$ cat src/rtl/ace_pkg.sv
// ace_pkg: ACE snoop codes, CR response layout, snoop FSM states and snoop decode
// Provides acsnoop_t code constants, crresp_t with bit indices, snoopState_t,
// and snoopDecode(), which maps a snoop and the line state to a response and update.
package ace_pkg;
  typedef logic [3:0] acsnoop_t;
  typedef logic [4:0] crresp_t;
  localparam acsnoop_t AcReadOnce           = 4'b0000;
  localparam acsnoop_t AcReadShared         = 4'b0001;
  localparam acsnoop_t AcReadClean          = 4'b0010;
  localparam acsnoop_t AcReadNotSharedDirty = 4'b0011;
  localparam acsnoop_t AcReadUnique         = 4'b0111;
  localparam acsnoop_t AcCleanShared        = 4'b1000;
  localparam acsnoop_t AcCleanInvalid       = 4'b1001;
  localparam acsnoop_t AcMakeInvalid        = 4'b1101;
  localparam int CrDataTransfer = 0;
  localparam int CrError        = 1;
  localparam int CrPassDirty    = 2;
  localparam int CrIsShared     = 3;
  localparam int CrWasUnique    = 4;
  typedef enum logic [2:0] {
    Idle,
    Lookup,
    Wait,
    Cr,
    Cd,
    Upd
  } snoopState_t;
  typedef struct packed {
    crresp_t resp;
    logic    invalidate;
    logic    clean;
  } snoopDec_t;
  // A miss or an unsupported snoop leaves everything zero: no data, no update.
  function automatic snoopDec_t snoopDecode(acsnoop_t snoop, logic hit, logic dirty,
                                            logic shared);
    snoopDec_t d;
    d = '0;
    if (hit) begin
      case (snoop)
        AcReadOnce: begin
          d.resp[CrDataTransfer] = 1'b1;
          d.resp[CrIsShared]     = 1'b1;
          d.resp[CrWasUnique]    = !shared;
        end
        AcReadShared, AcReadClean, AcReadNotSharedDirty: begin
          d.resp[CrDataTransfer] = 1'b1;
          d.resp[CrPassDirty]    = dirty;
          d.resp[CrIsShared]     = 1'b1;
          d.resp[CrWasUnique]    = !shared;
          d.clean                = 1'b1;
        end
        AcReadUnique: begin
          d.resp[CrDataTransfer] = 1'b1;
          d.resp[CrPassDirty]    = dirty;
          d.resp[CrWasUnique]    = !shared;
          d.invalidate           = 1'b1;
        end
        AcCleanShared: begin
          d.resp[CrDataTransfer] = dirty;
          d.resp[CrPassDirty]    = dirty;
          d.resp[CrIsShared]     = 1'b1;
          d.resp[CrWasUnique]    = !shared;
          d.clean                = dirty;
        end
        AcCleanInvalid: begin
          d.resp[CrDataTransfer] = dirty;
          d.resp[CrPassDirty]    = dirty;
          d.resp[CrWasUnique]    = !shared;
          d.invalidate           = 1'b1;
        end
        AcMakeInvalid: begin
          d.resp[CrWasUnique] = !shared;
          d.invalidate        = 1'b1;
        end
        default: d = '0;
      endcase
    end
    return d;
  endfunction
endpackage

$ cat src/rtl/ace_snoop_responder.sv
// ace_snoop_responder: accepts one ACE snoop at a time, looks up the cache, answers on CR/CD
// Ports: clk_i/rst_ni (sync active-low); AC request in; CR response out; CD line data out
// in DataWidth beats lowest first; lookup request/grant and lookup result from the cache;
// one-cycle upd_* pulse telling the cache to clean or invalidate the snooped line.
module ace_snoop_responder
  import ace_pkg::*;
#(
  parameter int AddrWidth      = 64,
  parameter int DataWidth      = 64,
  parameter int CachelineWidth = 512
) (
  input  logic                      clk_i,
  input  logic                      rst_ni,
  input  logic                      ac_valid_i,
  output logic                      ac_ready_o,
  input  logic [AddrWidth-1:0]      ac_addr_i,
  input  logic [3:0]                ac_snoop_i,
  output logic                      cr_valid_o,
  input  logic                      cr_ready_i,
  output logic [4:0]                cr_resp_o,
  output logic                      cd_valid_o,
  input  logic                      cd_ready_i,
  output logic [DataWidth-1:0]      cd_data_o,
  output logic                      cd_last_o,
  output logic                      lookup_req_o,
  input  logic                      lookup_gnt_i,
  output logic [AddrWidth-1:0]      lookup_addr_o,
  input  logic                      lookup_valid_i,
  input  logic                      lookup_hit_i,
  input  logic                      lookup_dirty_i,
  input  logic                      lookup_shared_i,
  input  logic [CachelineWidth-1:0] lookup_data_i,
  output logic                      upd_valid_o,
  output logic                      upd_invalidate_o,
  output logic                      upd_clean_o
);
  localparam int Beats = CachelineWidth / DataWidth;
  localparam int BeatW = $clog2(Beats);
  snoopState_t state, stateNext;
  logic [AddrWidth-1:0] addrQ;
  acsnoop_t snoopQ;
  logic [CachelineWidth-1:0] dataQ;
  crresp_t respQ;
  logic updInvQ, updCleanQ;
  logic [BeatW-1:0] beatQ;
  logic lastBeat, updDue;
  snoopDec_t dec;
  assign dec = snoopDecode(snoopQ, lookup_hit_i, lookup_dirty_i, lookup_shared_i);
  assign lastBeat = beatQ == BeatW'(Beats - 1);
  assign updDue = updInvQ | updCleanQ;
  always_ff @(posedge clk_i) begin
    if (!rst_ni) begin
      state     <= Idle;
      addrQ     <= '0;
      snoopQ    <= '0;
      dataQ     <= '0;
      respQ     <= '0;
      updInvQ   <= 1'b0;
      updCleanQ <= 1'b0;
      beatQ     <= '0;
    end else begin
      state <= stateNext;
      if (ac_valid_i && ac_ready_o) begin
        addrQ  <= ac_addr_i;
        snoopQ <= ac_snoop_i;
      end
      if (state == Wait && lookup_valid_i) begin
        dataQ     <= lookup_data_i;
        respQ     <= dec.resp;
        updInvQ   <= dec.invalidate;
        updCleanQ <= dec.clean;
      end
      if (state == Cd && cd_ready_i) beatQ <= lastBeat ? '0 : beatQ + 1'b1;
    end
  end
  always_comb begin
    stateNext = state;
    case (state)
      Idle:    stateNext = ac_valid_i ? Lookup : Idle;
      Lookup:  stateNext = lookup_gnt_i ? Wait : Lookup;
      Wait:    stateNext = lookup_valid_i ? Cr : Wait;
      Cr:      stateNext = !cr_ready_i ? Cr : respQ[CrDataTransfer] ? Cd : updDue ? Upd : Idle;
      Cd:      stateNext = !(cd_ready_i && lastBeat) ? Cd : updDue ? Upd : Idle;
      Upd:     stateNext = Idle;
      default: stateNext = Idle;
    endcase
  end
  // ac_ready_o is gated by rst_ni so no request is accepted while reset is held.
  assign ac_ready_o       = rst_ni && state == Idle;
  assign lookup_req_o     = state == Lookup;
  assign lookup_addr_o    = addrQ;
  assign cr_valid_o       = state == Cr;
  assign cr_resp_o        = respQ;
  assign cd_valid_o       = state == Cd;
  assign cd_data_o        = dataQ[beatQ*DataWidth+:DataWidth];
  assign cd_last_o        = state == Cd && lastBeat;
  assign upd_valid_o      = state == Upd;
  assign upd_invalidate_o = state == Upd && updInvQ;
  assign upd_clean_o      = state == Upd && updCleanQ;
endmodule

$ cat config.mk
export PLATFORM = sky130hd
export DESIGN_NAME = ace_snoop_responder
export DESIGN_NICKNAME = d
export VERILOG_FILES = /design/src/rtl/ace_pkg.sv /design/src/rtl/ace_snoop_responder.sv
export SDC_FILE = /design/constraint.sdc
export NUM_CORES = 1
export LEC_CHECK = 0
export ABC_AREA = 0
export BUFFER_PORTS_ARGS = -buffer_cell sky130_fd_sc_hd__buf_2
export CORE_AREA = 2 2 281 283
export DETAILED_ROUTE_END_ITERATION = 8
export DIE_AREA = 0 0 283 285
export GPL_ROUTABILITY_DRIVEN = 0
export HOLD_SLACK_MARGIN = 0.02
export PLACE_DENSITY = 0.61
export SYNTH_ARGS = -nofsm -noshare
export SYNTH_HDL_FRONTEND = slang
export SYNTH_SLANG_ARGS = --single-unit
$ cat constraint.sdc
create_clock -name clk_i -period 2.15 [get_ports clk_i]
set_input_delay 0.215 -clock clk_i [delete_from_list [all_inputs] [get_ports clk_i]]
set_output_delay 0.215 -clock clk_i [all_outputs]
set_load 0.01 [all_outputs]
Yosys cells after proc, flatten, opt, wreduce, memory -nomap -nowiden
Index checks and enable logic that the tools add are counted.
{ "totals": {"mem_bits_ro": 0, "elab_cells": 58, "memories": 0, "out_inout_bits": 141, "mem_bits_rw": 0, "latchBits": 0, "regBits": 593} }
{ "op_classes": {"n_reduce_logical": 18, "mux": 16, "mul": 0, "magnitude_cmp": 0, "n_addsub": 1, "shift": 1, "n_eq_ne": 13, "n_div": 0, "bitwise_logic": 1} }
{ "op_table": {"columns": ["op", "n"], "rows": [
  ["variable part select 512 x 10 -> 64 bit", 1],
  ["2-to-1 mux 3 bit", 5],
  ["one-hot mux 3 bit (5 select lines)", 1],
  ["equality test 4 bit, second input constant", 3],
  ["OR reduction 5 bit", 2],
  ["equality test 3 bit, second input constant", 3],
  ["equality test 4 x 2 -> 1 bit, second input constant", 2],
  ["logical AND 1 bit", 8],
  ["OR reduction 8 bit", 1],
  ["2-to-1 mux 7 bit", 1],
  ["equality test 3 x 2 -> 1 bit, second input constant", 2],
  ["2-to-1 mux 1 bit", 6],
  ["OR reduction 3 bit", 2],
  ["OR reduction 6 bit", 1],
  ["equality test 4 x 1 -> 1 bit, second input constant", 1],
  ["equality test 4 x 3 -> 1 bit, second input constant", 1],
  ["logical NOT 4 bit", 1],
  ["one-hot mux 1 bit (2 select lines)", 2],
  ["adder 3 x 1 -> 3 bit, second input constant", 1],
  ["equality test 3 x 1 -> 1 bit, second input constant", 1],
  ["logical NOT 3 bit", 1],
  ["2-to-1 mux 2 bit", 1],
  ["OR reduction 2 bit", 1],
  ["logical NOT 1 bit", 1],
  ["OR 1 bit", 1]
]} }

Logic depth before layout (Yosys ltp)
{ "logic_depth": {"ltp_word": 5, "depth_mapped": 8} }

Worst setup path after synthesis
No wires, ideal clock.
{ "synth_timing": {"path_type": "reg2out", "startpoint": "reg beatQ[0]", "endpoint": "out cd_data_o[0]", "stages_incl_launch_ff": 6, "t_arrival_ns": 1.589, "setup_slack_ns": 0.346, "path_buffers": 3, "cell_sequence": "dfxtp_1 -> clkbuf_1 -> buf_6 -> buf_6 -> mux4_2 -> mux2_2"} }
{ "synth_via": {"elab_chain_cells": 1} }
{ "synth_lines": {"columns": ["item", "line", "text"], "rows": [
  ["start, declared", "ace_snoop_responder.sv:45", "logic [BeatW-1:0] beatQ;"],
  ["start signal, assigned", "ace_snoop_responder.sv:73", "if (state == Cd && cd_ready_i) beatQ <= lastBeat ? '0 : beatQ + 1'b1;"],
  ["variable part select 512 x 10 -> 64 bit", "ace_snoop_responder.sv:95", "assign cd_data_o = dataQ[beatQ*DataWidth+:DataWidth];"],
  ["end, declared", "ace_snoop_responder.sv:23", "output logic [DataWidth-1:0] cd_data_o,"]
]} }
Every way passes these cells.

Worst setup path after layout
{ "layout_timing": {"startpoint": "reg beatQ[0]", "endpoint": "out cd_data_o[37]"} }
Same word-level chain as after synthesis.

==> flow_summary.yaml <==
outcome:
  outcome: "finished with violations"
  violations: "negative setup slack"
drt:
  wire_per_inst_um: 18.97
  wl_um: 98690
  drtIter0Drc: 1942
  drtPass1Iterations: 5
  route.antenna.remaining_nets: 0
  post_drt_via_cell_ratio: 4.879
  routed-via-count: 25374
  drc_errors: 0
timing:
  tightest_slew_ns: 0.5462
  slew_viol_final: 0
  fin_hold_ws_ns: 0.04096
  fmax_mhz: 382.0
  setup_slack_ns: -0.4678
  fin_crit_sh: 1.218
  relSlewSlack: 0.6358
  min_period_ns: 2.618
  skew_ns: 0.01991
  hold_violations: 0
  setup_violations: 66
  grt_setup_unrepaired: "true"
hold_path:
  hold_class: "in -> reg"
clocking:
  cts.sinks: 592
  cts_tree: "done"
  cts_max_level: 3
  insertion_delay_ns: 0.61
  cts.clk_slew.worst_paths_ns: 0.06
  root_buffer: "clkbuf_16"
  numCtsBuffers: 70
  cts_buffer_depth: 3
yosys:
  ys_seq_area_frac: 0.4580
  synth-compound-area-share: 0.1779
  synth-async-reset-ratio: 0
  synthMuxAreaShare: 0.1404
  synth_cell_types: 42
  synth_top_family_by_area: "compound AO/OA/AOI/OAI gates"
  synth_fa_ha_area_frac: 0.0009671
  synth_edf_count: 0
  syn_inst: 2812
  synth_ff_type: "dfxtp_1"
  synth_area_sq_um: 25870
  mappedNetlistNets: 3404
  yosys.area_share.simple: 0.1754
  synth_top_cell_by_area: "dfxtp_1"
  synth_xor_area_frac: 0
  synth.top_cells.by_area: "dfxtp_1, nand2_1, a21boi_0"
  yosysWarningCount: 0
  avgSynthCellArea_sq_um: 9.202
  yosysTopAreaCellShare: 0.4580
  ys_ff_latch: 592
die:
  start_util: 0.3319
  die_w_um: 283
  ios: 731
  placementRows: 103
  core_area_sq_um: 77970
  die_area_sq_um: 80660
  die_h_um: 285
critical_path:
  worstRegToRegCells: 10
  r2r-start: "beatQ[0]"
  start_kind: "flop"
  critPathKind: "reg -> out"
  worstSetupEndpointType: "output port"
  path_max_fanout: 15
  ff2ff_setup_slack_ns: -0.11
  crit_path_end: "cd_data_o[37]"
  timing.rr.end: "state[2]"
  startpoint: "beatQ[0]"
  worstPathArrival_ns: 2.40
  cp_data_required_time_ns: 1.93
power:
  total_power_mw: 26.57
  vdd_drop_max_v: 0.0005671
  leakagePower_nw: 15.32
  p_per_area_nw_per_um2: 671.4
finish:
  final_nets: 4669
  final_area_sq_um: 39570
  layout-drive-gt1-share: 0.2787
  utilization: 0.5075
  areaGrowthSynthToFinish_pct: 52.93
  num-fill-cells: 6962
global_routing:
  global_route.usage.total: 0.2353
  antenna_found_initial: 30
  overflow: 0
  first_global_vias: 25713
  grt_pass1_wl_um: 150300
  grt_max_degree: 87
placed_design:
  io_buffers: 729
  postPlaceCellArea_sq_um: 30730
  hpwl_um: 66410
flow_run:
  max_cap_viol_count: 0
registers in the layout (all words and copies together) (netlist names):
signal and cells:
beatQ 3, snoopQ 4, state 3, lookup_addr_o 64, cr_resp_o 4, updCleanQ 1, dataQ 512, updInvQ 1
metrics by stage:
step           setup slack (ns)  setup TNS, ns  cells
2_1_floorplan            0.3462              0   2812
3_3_place_gp             0.1207              0   4437
3_5_place_dp            0.09821              0   4437
4_1_cts                 -0.5019         -28.40   5163
5_1_grt                 -0.5563         -31.37   5198
6_report                -0.4678         -25.30   5201
critical path, cell delays in order (launching register included):
cell and delay, ns:
dfxtp_4 0.42, buf_12 0.18, buf_12 0.16, mux4_2 0.55, mux2_4 0.30, buf_2 0.15
worst min path at each step:
| stage | from | endpoint | slack (ns) | cells past startpoint |
|---|---|---|---|---|
| global placement | lookup_addr_o[60] | lookup_addr_o[60] | 0.44 | 2 |
| global route | lookup_valid_i | state[0] | 0.04 | 3 |
| detailed placement | lookup_addr_o[13] | lookup_addr_o[13] | 0.44 | 2 |
| finish | lookup_valid_i | state[0] | 0.04 | 3 |
| floorplan | lookup_data_i[385] | dataQ[385] | 0.35 | 2 |
| CTS | lookup_gnt_i | state[1] | 0.06 | 4 |
layout by cell type (no fill, tap or decap), types with 2 or more instances in the layout:
cell type	netlist	final
a21boi_0	436	436
a21boi_1	135	135
a21oi_1	2	2
and2_1	5	5
and3b_1	3	3
buf_12	0	35
buf_16	0	4
buf_2	118	717
buf_4	13	59
buf_6	16	19
buf_8	0	2
bufinv_16	0	4
clkbuf_1	85	17
clkbuf_16	0	75
clkbuf_8	0	12
clkinv_2	0	6
clkinv_4	0	2
clkinv_8	0	3
clkinvlp_4	0	2
dfxtp_1	592	589
dfxtp_4	0	3
diode_2	0	25
dlygate4sd3_1	0	592
ha_4	0	2
inv_1	2	2
inv_16	0	2
mux2_2	64	53
mux2_4	0	11
mux2i_1	3	3
mux4_2	128	128
nand2_1	1139	1139
nand3_1	4	4
nor2_1	4	4
nor2b_1	8	8
o2111ai_1	4	4
o21ai_0	5	5
o21ba_2	3	3
o221a_1	15	15
power breakdown:
part / switching (mW) / internal, mW / total [mW]
combinational: 1.29 / 1.70 / 2.99
clock: 4.99 / 7.10 / 12.1
sequential: 0.209 / 11.3 / 11.5
total: 6.49 / 20.1 / 26.6
cells by family after synthesis:
group,count (synthesis)
compound gates,606
flops,592
mux,195
simple gates,1175
fa+ha+maj,2
buf+inv,241
other cells,1
layout make-up:
cell class,instances,area [sq um],share of cell area
well taps,1050,1314,0.03320
clock inverters,20,280.3,0.007083
inverters,2,7.507,0.0001897
flip-flops and latches,592,11860,0.2998
diodes,25,62.56,0.001581
multi-input cells,1979,12890,0.3258
repair buffers,1432,11120,0.2810
clock buffers,101,2031,0.05132
what timing repair did:
action,4_1_cts,5_1_grt
endpoints found under the setup margin,65,70
gates cloned,4,3
buffers inserted,8,11
endpoints found under the hold margin,587,0
pin swaps,0,2
resized for setup,28,18
hold buffers,593,0
cell usage after synthesis, drive strengths merged, types with 4 or more instances:
library cell / instances
nand2: 1139
mux2: 64
a21boi: 571
o2111ai: 4
buf: 154
and2: 5
nand3: 4
o21ai: 5
clkbuf: 85
dfxtp: 592
nor2b: 8
o221a: 15
nor2: 4
mux4: 128
per-layer routing:
layer | vias up | wire, um | global-route usage
met4 | 8 | 3959 | 0.09787
li1 | 12029 | - | -
met3 | 279 | 6405 | 0.04848
met2 | 1014 | 45530 | 0.3746
met1 | 12044 | 42740 | 0.3111
met5 | - | 52 | 0
Note: power is estimated with default switching activity, not from simulation.
